==> src/rtl/aclk_pkg.sv <==
// Shared types and digit limits for the alarm-clock time path
// (current-time counter, alarm register, alarm comparator).
package aclk_pkg;

    typedef logic [3:0] bcd_t;

    typedef struct packed {
        bcd_t ms_hr;
        bcd_t ls_hr;
        bcd_t ms_min;
        bcd_t ls_min;
    } time_t;

    localparam bcd_t MAX_MS_HR      = 4'd2;
    localparam bcd_t MAX_LS_HR_AT_2 = 4'd3;
    localparam bcd_t MAX_MS_MIN     = 4'd5;
    localparam bcd_t MAX_LS_MIN     = 4'd9;
    localparam bcd_t MAX_BCD_DIGIT  = 4'd9;

endpackage

==> src/rtl/aclk_time_check.sv <==
// Combinational range check of a four-digit 24-hour BCD time.
module aclk_time_check
    import aclk_pkg::*;
(
    input  time_t t,
    output logic  valid
);

    logic hr_ok;

    always_comb begin
        hr_ok = 1'b0;
        if (t.ms_hr == MAX_MS_HR)
            hr_ok = (t.ls_hr <= MAX_LS_HR_AT_2);
        else if (t.ms_hr < MAX_MS_HR)
            hr_ok = (t.ls_hr <= MAX_BCD_DIGIT);
        valid = hr_ok && (t.ms_min <= MAX_MS_MIN) && (t.ls_min <= MAX_LS_MIN);
    end

endmodule

==> src/rtl/aclk_counter.sv <==
// Current-time counter: advances HH:MM on one_minute, accepts range-checked
// loads (load wins over the strobe, which is then dropped).
module aclk_counter
    import aclk_pkg::*;
(
    input  logic       clk,
    input  logic       reset,
    input  logic       one_minute,
    input  logic       load_new_c,
    input  logic [3:0] new_current_time_ms_hr,
    input  logic [3:0] new_current_time_ls_hr,
    input  logic [3:0] new_current_time_ms_min,
    input  logic [3:0] new_current_time_ls_min,
    output logic [3:0] current_time_ms_hr,
    output logic [3:0] current_time_ls_hr,
    output logic [3:0] current_time_ms_min,
    output logic [3:0] current_time_ls_min,
    output logic       rollover,
    output logic       load_err
);

    time_t cur;
    time_t new_time;
    time_t inc_time;
    logic  load_valid;
    logic  wrap;

    assign new_time = '{ms_hr:  new_current_time_ms_hr,
                        ls_hr:  new_current_time_ls_hr,
                        ms_min: new_current_time_ms_min,
                        ls_min: new_current_time_ls_min};

    aclk_time_check u_load_check (
        .t     (new_time),
        .valid (load_valid)
    );

    // BCD carry chain; 23:59 wraps to 00:00 and flags the wrap
    always_comb begin
        inc_time = cur;
        wrap     = 1'b0;
        if (cur.ls_min == MAX_LS_MIN) begin
            inc_time.ls_min = '0;
            if (cur.ms_min == MAX_MS_MIN) begin
                inc_time.ms_min = '0;
                if (cur.ms_hr == MAX_MS_HR && cur.ls_hr == MAX_LS_HR_AT_2) begin
                    inc_time.ms_hr = '0;
                    inc_time.ls_hr = '0;
                    wrap           = 1'b1;
                end else if (cur.ls_hr == MAX_BCD_DIGIT) begin
                    inc_time.ls_hr = '0;
                    inc_time.ms_hr = cur.ms_hr + 4'd1;
                end else begin
                    inc_time.ls_hr = cur.ls_hr + 4'd1;
                end
            end else begin
                inc_time.ms_min = cur.ms_min + 4'd1;
            end
        end else begin
            inc_time.ls_min = cur.ls_min + 4'd1;
        end
    end

    always_ff @(posedge clk or posedge reset) begin
        if (reset) begin
            cur      <= '0;
            rollover <= 1'b0;
            load_err <= 1'b0;
        end else begin
            rollover <= 1'b0;
            load_err <= 1'b0;
            if (load_new_c) begin
                if (load_valid)
                    cur <= new_time;
                else
                    load_err <= 1'b1;
            end else if (one_minute) begin
                cur      <= inc_time;
                rollover <= wrap;
            end
        end
    end

    assign current_time_ms_hr  = cur.ms_hr;
    assign current_time_ls_hr  = cur.ls_hr;
    assign current_time_ms_min = cur.ms_min;
    assign current_time_ls_min = cur.ls_min;

endmodule

==> config.mk <==
export PLATFORM = sky130hd
export DESIGN_NAME = aclk_counter
export DESIGN_NICKNAME = d
export VERILOG_FILES = /design/src/rtl/aclk_pkg.sv /design/src/rtl/aclk_time_check.sv /design/src/rtl/aclk_counter.sv
export SDC_FILE = /design/constraint.sdc
export NUM_CORES = 1
export LEC_CHECK = 0
export CAP_MARGIN = 0
export CORE_UTILIZATION = 36
export CTS_CLUSTER_SIZE = 8
export DETAILED_ROUTE_END_ITERATION = 7
export GPL_ROUTABILITY_DRIVEN = 0
export SLEW_MARGIN = 20
export SYNTH_ARGS = -nofsm -noshare
export SYNTH_HDL_FRONTEND = slang
export SYNTH_SLANG_ARGS = --single-unit
==> constraint.sdc <==
create_clock -name clk -period 2.45 [get_ports clk]
set_clock_uncertainty 0.05 [all_clocks]
set_input_delay 0.6125 -clock clk [delete_from_list [all_inputs] [get_ports clk]]
set_output_delay 0.6125 -clock clk [all_outputs]
set_load 0.03 [all_outputs]
==> results of run 1 <==
==> cell usage in the layout (no fill, tap or decap), types with 3 or more instances in the layout <==
master,netlist,routed
o21ai_0,9,9
inv_1,11,11
buf_4,0,8
ha_1,4,4
dfrtp_1,18,18
nand3_1,6,6
clkdlybuf4s50_1,0,37
clkbuf_4,0,3
mux2i_1,4,4
a21oi_1,8,8
nand2_1,10,10
nor2_1,5,5
o211ai_1,4,4
o21a_1,3,3
a31oi_1,3,3
==> cells in the mapped netlist, types with 2 or more instances <==
| cell type | instances |
|---|---|
| ha_1 | 4 |
| a21oi_1 | 8 |
| o21a_1 | 3 |
| nand2b_1 | 2 |
| a31o_2 | 2 |
| inv_1 | 11 |
| nand4_1 | 2 |
| nor3_1 | 2 |
| a31oi_1 | 3 |
| nand2_1 | 10 |
| o221a_2 | 2 |
| mux2i_1 | 4 |
| dfrtp_1 | 18 |
| nor2_1 | 5 |
| o21ai_0 | 9 |
| nor3b_1 | 2 |
| nand3_1 | 6 |
| mux2_4 | 2 |
| o2bb2ai_1 | 2 |
| o211ai_1 | 4 |
==> area by class of cell <==
cell class	count	area, sq um	area share, %
clock buffers	4	36.3	2.10
inverters	11	41.3	2.39
well taps	44	55.1	3.19
multi-input cells	95	713	41.3
flip-flops and latches	18	450	26.1
repair buffers	45	430	24.9
==> sequential cells by signal, indices dropped and copies added (netlist names) <==
name / cells
current_time_ms_hr: 4
current_time_ls_min: 4
current_time_ls_hr: 4
rollover: 1
current_time_ms_min: 4
load_err: 1
==> kinds of logic (layout without fill, tap and decap cells) <==
kind of cell	count (synthesis)	after routing
AOI/OAI and AO/OA	47	47
and+or+nand+nor	38	38
DFF	18	18
buffers and inverters	15	60
muxes	6	6
adders and majority gates	4	4
==> per-layer routing <==
layer / track usage, % / vias up
met5: 0 / -
met4: 7.47 / 0
met3: 3.20 / 4
met2: 29.5 / 44
met1: 23.5 / 546
li1: - / 570
==> power groups by stage <==
stage	logic (mW)	registers, mW	clock network (mW)
global placement	0.646	0.508	0
CTS	0.654	0.508	0.194
global route	0.708	0.524	0.211
finish	0.651	0.508	0.191
floorplan	0.248	0.645	0
detailed placement	0.653	0.512	0
==> through the flow <==
stage | cell area (sq um) | total power, mW | utilization, % | hold slack [ps]
4_1_cts | 1730 | 1.36 | 54.8 | 550
3_5_place_dp | 1690 | 1.16 | 53.6 | 520
3_3_place_gp | 1690 | 1.15 | 53.6 | 515
5_1_grt | 1730 | 1.44 | 54.8 | 586
2_1_floorplan | 1230 | 0.894 | - | 501
6_report | 1730 | 1.35 | 54.8 | 543
==> path summary, 6_finish.rpt <==
kind | to | cells after the start
worst max register to register | current_time_ms_hr[1]$_DFFE_PP0P_ | 7
min in group asynchronous | current_time_ms_hr[1]$_DFFE_PP0P_ | 2
worst min-delay path | current_time_ls_hr[2]$_DFFE_PP0P_ | 1
max in group asynchronous | current_time_ms_min[0]$_DFFE_PP0P_ | 2
worst max-delay path | current_time_ms_min[0] | 1
worst min register to register | current_time_ls_hr[2]$_DFFE_PP0P_ | 1
==> reports/metrics.yaml, run 1 <==
power_and_ir_drop:
  ir_drop_mv: 0.325
  p_sw_share_pct: 42.5
  pwr-share-clk_pct: 14.2
  power.leakage_nw: 0.710
  p_int_mw: 0.776
  power_switching_mw: 0.574
  power_density_nw_per_um2: 782
  p_comb_share_pct: 48.2
  p_seq_share_pct: 37.6
drt:
  wire_per_inst_um: 13.6
  wl_met3_um: 170
  drcViolationCount: 0
  viasPerCell: 5.36
  vias: 1164
  drt-met1-wl_um: 1360
  dr_wl_met2_um: 1390
  highest_layer: "met4"
  drt_iter0_drc: 67
  finalWirelength_um: 2960
  first_pass_iters: 4
  final_antenna_net_count: 0
timing:
  max_slew_margin_pct: 52.4
  rsz0062_at_grt: "false"
  fin_ws_ps: 281
  setup_violations: 0
  period_minus_slack_ps: 2170
  finalCritPeriodShare_pct: 88.5
  slew_viol_final: 0
  max_freq_mhz: 461
  hold_violations: 0
  worstMarginPinSlew_ps: 713
  setup_tns_ps: 0
final_layout:
  n_antenna_cell: 0
  fin_cells: 217
  nNetsFinal: 198
  fillCellCount: 319
  syn_to_final_growth_pct: 40.5
  final_layout_size_suffix_gt1_share_pct: 16.8
setup_path:
  cp.arrival_ps: 1510
  critical_path_class: "register to output port"
  slowest_delay_ps: 720
  crit_buf_inv: 1
  end_kind: "output port"
  r2r-start: "current_time_ms_hr[0]$_DFFE_PP0P_"
  critPathSlowestCell: "clkdlybuf4s50_1"
  critPathMaxFanout: 9
  cpLargestDelayFamily: "buffers and inverters"
  reg2reg_slack_ps: 480
  startpoint: "current_time_ms_min[0]$_DFFE_PP0P_"
  crit_path_start_kind: "register"
  crit_chain: "clkdlybuf4s50_1"
  crit_required_ps: 1790
synth:
  yosysUniqueCellTypes: 47
  syn_inst: 128
  synth.area.top_cells: "dfrtp_1 37%, ha_1 4.1%, o21ai_0 3.7%"
  ys_warn_count: 0
  synth-async-reset-ratio_pct: 100
  synth.yosys.seq_area_share_pct: 36.7
  synth.avg_cell_area_sq_um: 9.60
  yosys.area_share.simple_pct: 18.5
  ys_ff_latch: 18
  syn_nets: 152
  synth_compound_area_share_pct: 29.7
  ys_dominant_reg_cell: "dfrtp_1"
  synth_top_family_by_area: "compound AO/OA/AOI/OAI gates"
  yosys-mux-area-fraction_pct: 5.70
  synth_top_cell_by_area: "dfrtp_1"
  synth-edff-count: 0
  synth_xor_area_share_pct: 0
  synthAdderAreaFrac_pct: 4.07
  synth_top_area_share_pct: 36.7
  synth_area_sq_um: 1230
clocking:
  cts_resized: 0
  numCtsBuffers: 3
  cts.sinks: 18
  cts-hold-fix-buffers: 0
  cts_root_buffer: "clkbuf_4"
  ctsHtreeMaxLevel: 1
  insertion_delay_ps: 300
  cts_setup_buffers: 0
  clock_path_buffers: 2
  cts_tree: "done"
  clk_transition_reported_paths_ps: 110
global_route:
  grt_pass1_wl_um: 4900
  grt_usage_pct: 18.0
  grt_max_degree: 19
  overflow: 0
  antenna_found_initial: 0
  grt_pass1_vias: 1104
floorplan:
  die_w_um: 60.4
  die_area_sq_um: 3650
  io_pins: 38
  die_height_um: 60.4
  rows: 20
  core_sq_um: 3150
  initial_utilization_pct: 39.0
run:
  maxCapViolations: 0
min_path:
  hold_class: "register to register"
  worstHoldStart: "current_time_ls_hr[2]$_DFFE_PP0P_"
placement:
  dp_hpwl_um: 2270
  io_buffers: 37
  place_ws_ps: 8.54
  place_inst: 213
outcome:
  status: "completed"
Power figures use the tool's default switching activity.
==> inputs of run 2 (changes only) <==
--- a/config.mk
+++ b/config.mk
@@ -5,11 +5,12 @@
 export SDC_FILE = /design/constraint.sdc
 export NUM_CORES = 1
 export LEC_CHECK = 0
+export ABC_AREA = 1
 export CAP_MARGIN = 0
 export CORE_UTILIZATION = 36
 export CTS_CLUSTER_SIZE = 8
 export DETAILED_ROUTE_END_ITERATION = 7
-export GPL_ROUTABILITY_DRIVEN = 0
+export REMOVE_ABC_BUFFERS = 1
 export SLEW_MARGIN = 20
 export SYNTH_ARGS = -nofsm -noshare
 export SYNTH_HDL_FRONTEND = slang
==> run 2 against run 1 <==
Clock power is 31% higher. Register-to-register slack improved by 380 ps. Routed wire length increased by 7.6%. Count of clock-buffer cells in the layout unchanged. Die area increased by 10%. Worst setup slack better by 69 ps. Worst hold slack worse by 44 ps. Fmax up 3.3%. Synthesized cell count rose by 49%. Critical path type unchanged. First-iteration DRC count increased by 12%. Highest routed layer unchanged.
==> reports/metrics.yaml, run 2 <==
final_layout:
  final_layout_size_suffix_gt1_share_pct: 13.0  # -3.7 points
  final_cell_mix: "66 x nand2_1, 37 x clkdlybuf4s50_1, 22 x inv_1"
  fillCellCount: 352  # +10%
  fin_cells: 276  # +27%
  multi_input_area_sq_um: 795  # +11%
  regArea_sq_um: 450  # unchanged
  syn_to_final_growth_pct: 35.0
  n_antenna_cell: 0  # unchanged
  nNetsFinal: 255  # +29%
  layout_commonest_cell: "nand2_1"
global_route:
  overflow: 0  # unchanged
  grt_pass1_vias: 1302  # +18%
  grt_pass1_wl_um: 5780  # +18%
  antenna_found_initial: 0  # unchanged
  met3_usage_pct: 3.08  # -0.12 points
  globalRouteMet1Util_pct: 23.7  # +0.22 points
  grt_usage_pct: 18.1  # +0.11 points
  grt.busiest_layer: "met2"
  grt_max_degree: 20  # +1
  use_met2_pct: 30.1  # +0.54 points
placement:
  finalWeightedCongestion: 0.877
  dp_hpwl_um: 2490  # +9.7%
  io_buffers: 37  # unchanged
  place_inst: 272  # +28%
synth:
  yosysMostFrequentCell: "nand2_1"
  ys_warn_count: 0  # unchanged
  yosys-mux-area-fraction_pct: 0  # -5.7 points
  synth.area.top_cells: "dfrtp_1 33%, nand2_1 18%, inv_1 6.1%"
  synth-edff-count: 0  # unchanged
  synth.yosys.seq_area_share_pct: 33.2  # -3.5 points
  ys_ff_latch: 18  # unchanged
  syn_inst: 191  # +49%
  synth_compound_area_share_pct: 10.6  # -19 points
  synth_xor_area_share_pct: 1.94  # +1.9 points
  synth.avg_cell_area_sq_um: 7.11  # -26%
  ys_dominant_reg_cell: "dfrtp_1"
  synth_top_area_share_pct: 33.2  # -3.5 points
  synth_area_sq_um: 1360  # +10%
  synthAdderAreaFrac_pct: 3.69  # -0.39 points
  yosys.area_share.simple_pct: 42.3  # +24 points
  synth-async-reset-ratio_pct: 100  # unchanged
  synth_top_cells_by_count: "66 x nand2_1, 22 x inv_1, 18 x dfrtp_1"
  synth_top_family_by_area: "simple AND/OR/NAND/NOR gates"
  yosysUniqueCellTypes: 28  # -40%
  synth_top_cell_by_area: "dfrtp_1"
timing:
  setup_tns_ps: 0  # unchanged
  finalCritPeriodShare_pct: 85.7  # -2.8 points
  hold_violations: 0  # unchanged
  rsz0062_at_grt: "false"
  slew_viol_final: 0  # unchanged
  worstMarginPinSlew_ps: 315  # -398 ps
  setup_violations: 0  # unchanged
  period_minus_slack_ps: 2100  # -68.6 ps
  max_slew_margin_pct: 78.9  # +27 points
  max_freq_mhz: 476  # +3.3%
setup_path:
  cp.arrival_ps: 1440  # -70 ps
  crit_chain: "clkdlybuf4s50_1"
  critPathMaxFanout: 5  # -4
  crit_buf_inv: 1  # unchanged
  slowest_delay_ps: 710  # about the same
  startpoint: "current_time_ls_min[3]$_DFFE_PP0P_"
  critical_path_class: "register to output port"
  critPathSlowestCell: "clkdlybuf4s50_1"
  cpLargestDelayFamily: "buffers and inverters"
  crit_path_start_kind: "register"
  end_kind: "output port"
  crit_required_ps: 1790  # about the same
  r2r-start: "current_time_ls_hr[0]$_DFFE_PP0P_"
drt:
  finalWirelength_um: 3190  # +7.6%
  viasPerCell: 4.83  # -10%
  drcViolationCount: 0  # unchanged
  final_antenna_net_count: 0  # unchanged
  vias: 1333  # +15%
  drt_iter0_drc: 75  # +12%
  first_pass_iters: 4  # unchanged
  wire_per_inst_um: 11.5  # -15%
clocking:
  cts_root_buffer: "clkbuf_8"
  cts-hold-fix-buffers: 0  # unchanged
  numCtsBuffers: 3  # unchanged
  cts_resized: 0  # unchanged
  cts_tree: "done"
  clk_transition_reported_paths_ps: 80  # -30 ps
  insertion_delay_ps: 260  # -40 ps
  ctsHtreeMaxLevel: 1  # unchanged
  cts.sinks: 18  # unchanged
  clock_path_buffers: 2  # unchanged
  cts_setup_buffers: 0  # unchanged
floorplan:
  die_area_sq_um: 4020  # +10%
  core_sq_um: 3470  # +10%
  die_w_um: 63.4  # +4.9%
  initial_utilization_pct: 39.1  # +0.17 points
  rows: 21  # +5.0%
  io_pins: 38  # unchanged
  die_height_um: 63.4  # +4.9%
outcome:
  status: "completed"
power_and_ir_drop:
  power_density_nw_per_um2: 751  # -3.9%
  ir_drop_mv: 0.318  # -2.1%
  power.leakage_nw: 0.910  # +28%
  p_total_mw: 1.38  # +2.0%
run:
  maxCapViolations: 0  # unchanged
min_path:
  hold_class: "register to register"
  worstHoldStart: "current_time_ms_min[1]$_DFFE_PP0P_"
## run 2: cell types whose count changed after synthesis, sizes merged, moves of 3 or more
cell,before,now
a31oi,3,0
a21oi,8,3
inv,11,24
mux2i,4,0
nand2,11,74
nor2,7,16
o21ai,11,15
nand3,7,20
nand4,2,5
o211ai,4,0
## run 2: cells by family after synthesis
group	after synthesis
AOI/OAI and AO/OA	22
xor gates and xnor gates	3
adders and majority gates	4
buffers and inverters	28
DFF	18
and+or+nand+nor	116
## run 2: layer usage
| metal | wire length (um) | up-vias |
|---|---|---|
| met3 | 140 | 4 |
| met4 | 33 | 0 |
| met5 | 0 | - |
| li1 | - | 688 |
| met1 | 1540 | 607 |
| met2 | 1470 | 34 |
## run 2: area by class of cell
cell class | instances | share of cell area [%]
Timing Repair Buffer | 39 | 21.0
Clock buffer | 4 | 3.00
Tap cell | 46 | 3.14
Inverter | 24 | 4.91
Multi-Input combinational cell | 145 | 43.3
Sequential cell | 18 | 24.6
## run 2: power breakdown
part | internal (mW) | switching, mW
Clock | 0.143 | 0.107
Combinational | 0.275 | 0.375
Sequential | 0.368 | 0.110
## run 2: worst paths after layout
kind                       depth (start not counted)  slack (ps)                                 end
max                                                1         350              current_time_ls_min[3]
min reg2reg                                        2         500  current_time_ms_min[1]$_DFFE_PP0P_
max in group asynchronous                          3        1520   current_time_ls_hr[0]$_DFFE_PP0P_
max reg2reg                                       10         860   current_time_ms_hr[3]$_DFFE_PP0P_
min                                                2         500  current_time_ms_min[1]$_DFFE_PP0P_
min in group asynchronous                          3         620                  rollover$_DFF_PP0_
## run 2: per-stage QoR
| stage | util, % | setup slack, ps | hold slack (ps) | cell area [sq um] |
|---|---|---|---|---|
| after floorplan | - | 839 | 501 | 1340 |
| after global placement | 51.3 | 386 | 485 | 1780 |
| after detailed placement | 51.3 | 357 | 484 | 1780 |
| after CTS | 52.8 | 337 | 507 | 1830 |
| after global routing | 52.8 | 296 | 541 | 1830 |
| final | 52.8 | 350 | 499 | 1830 |
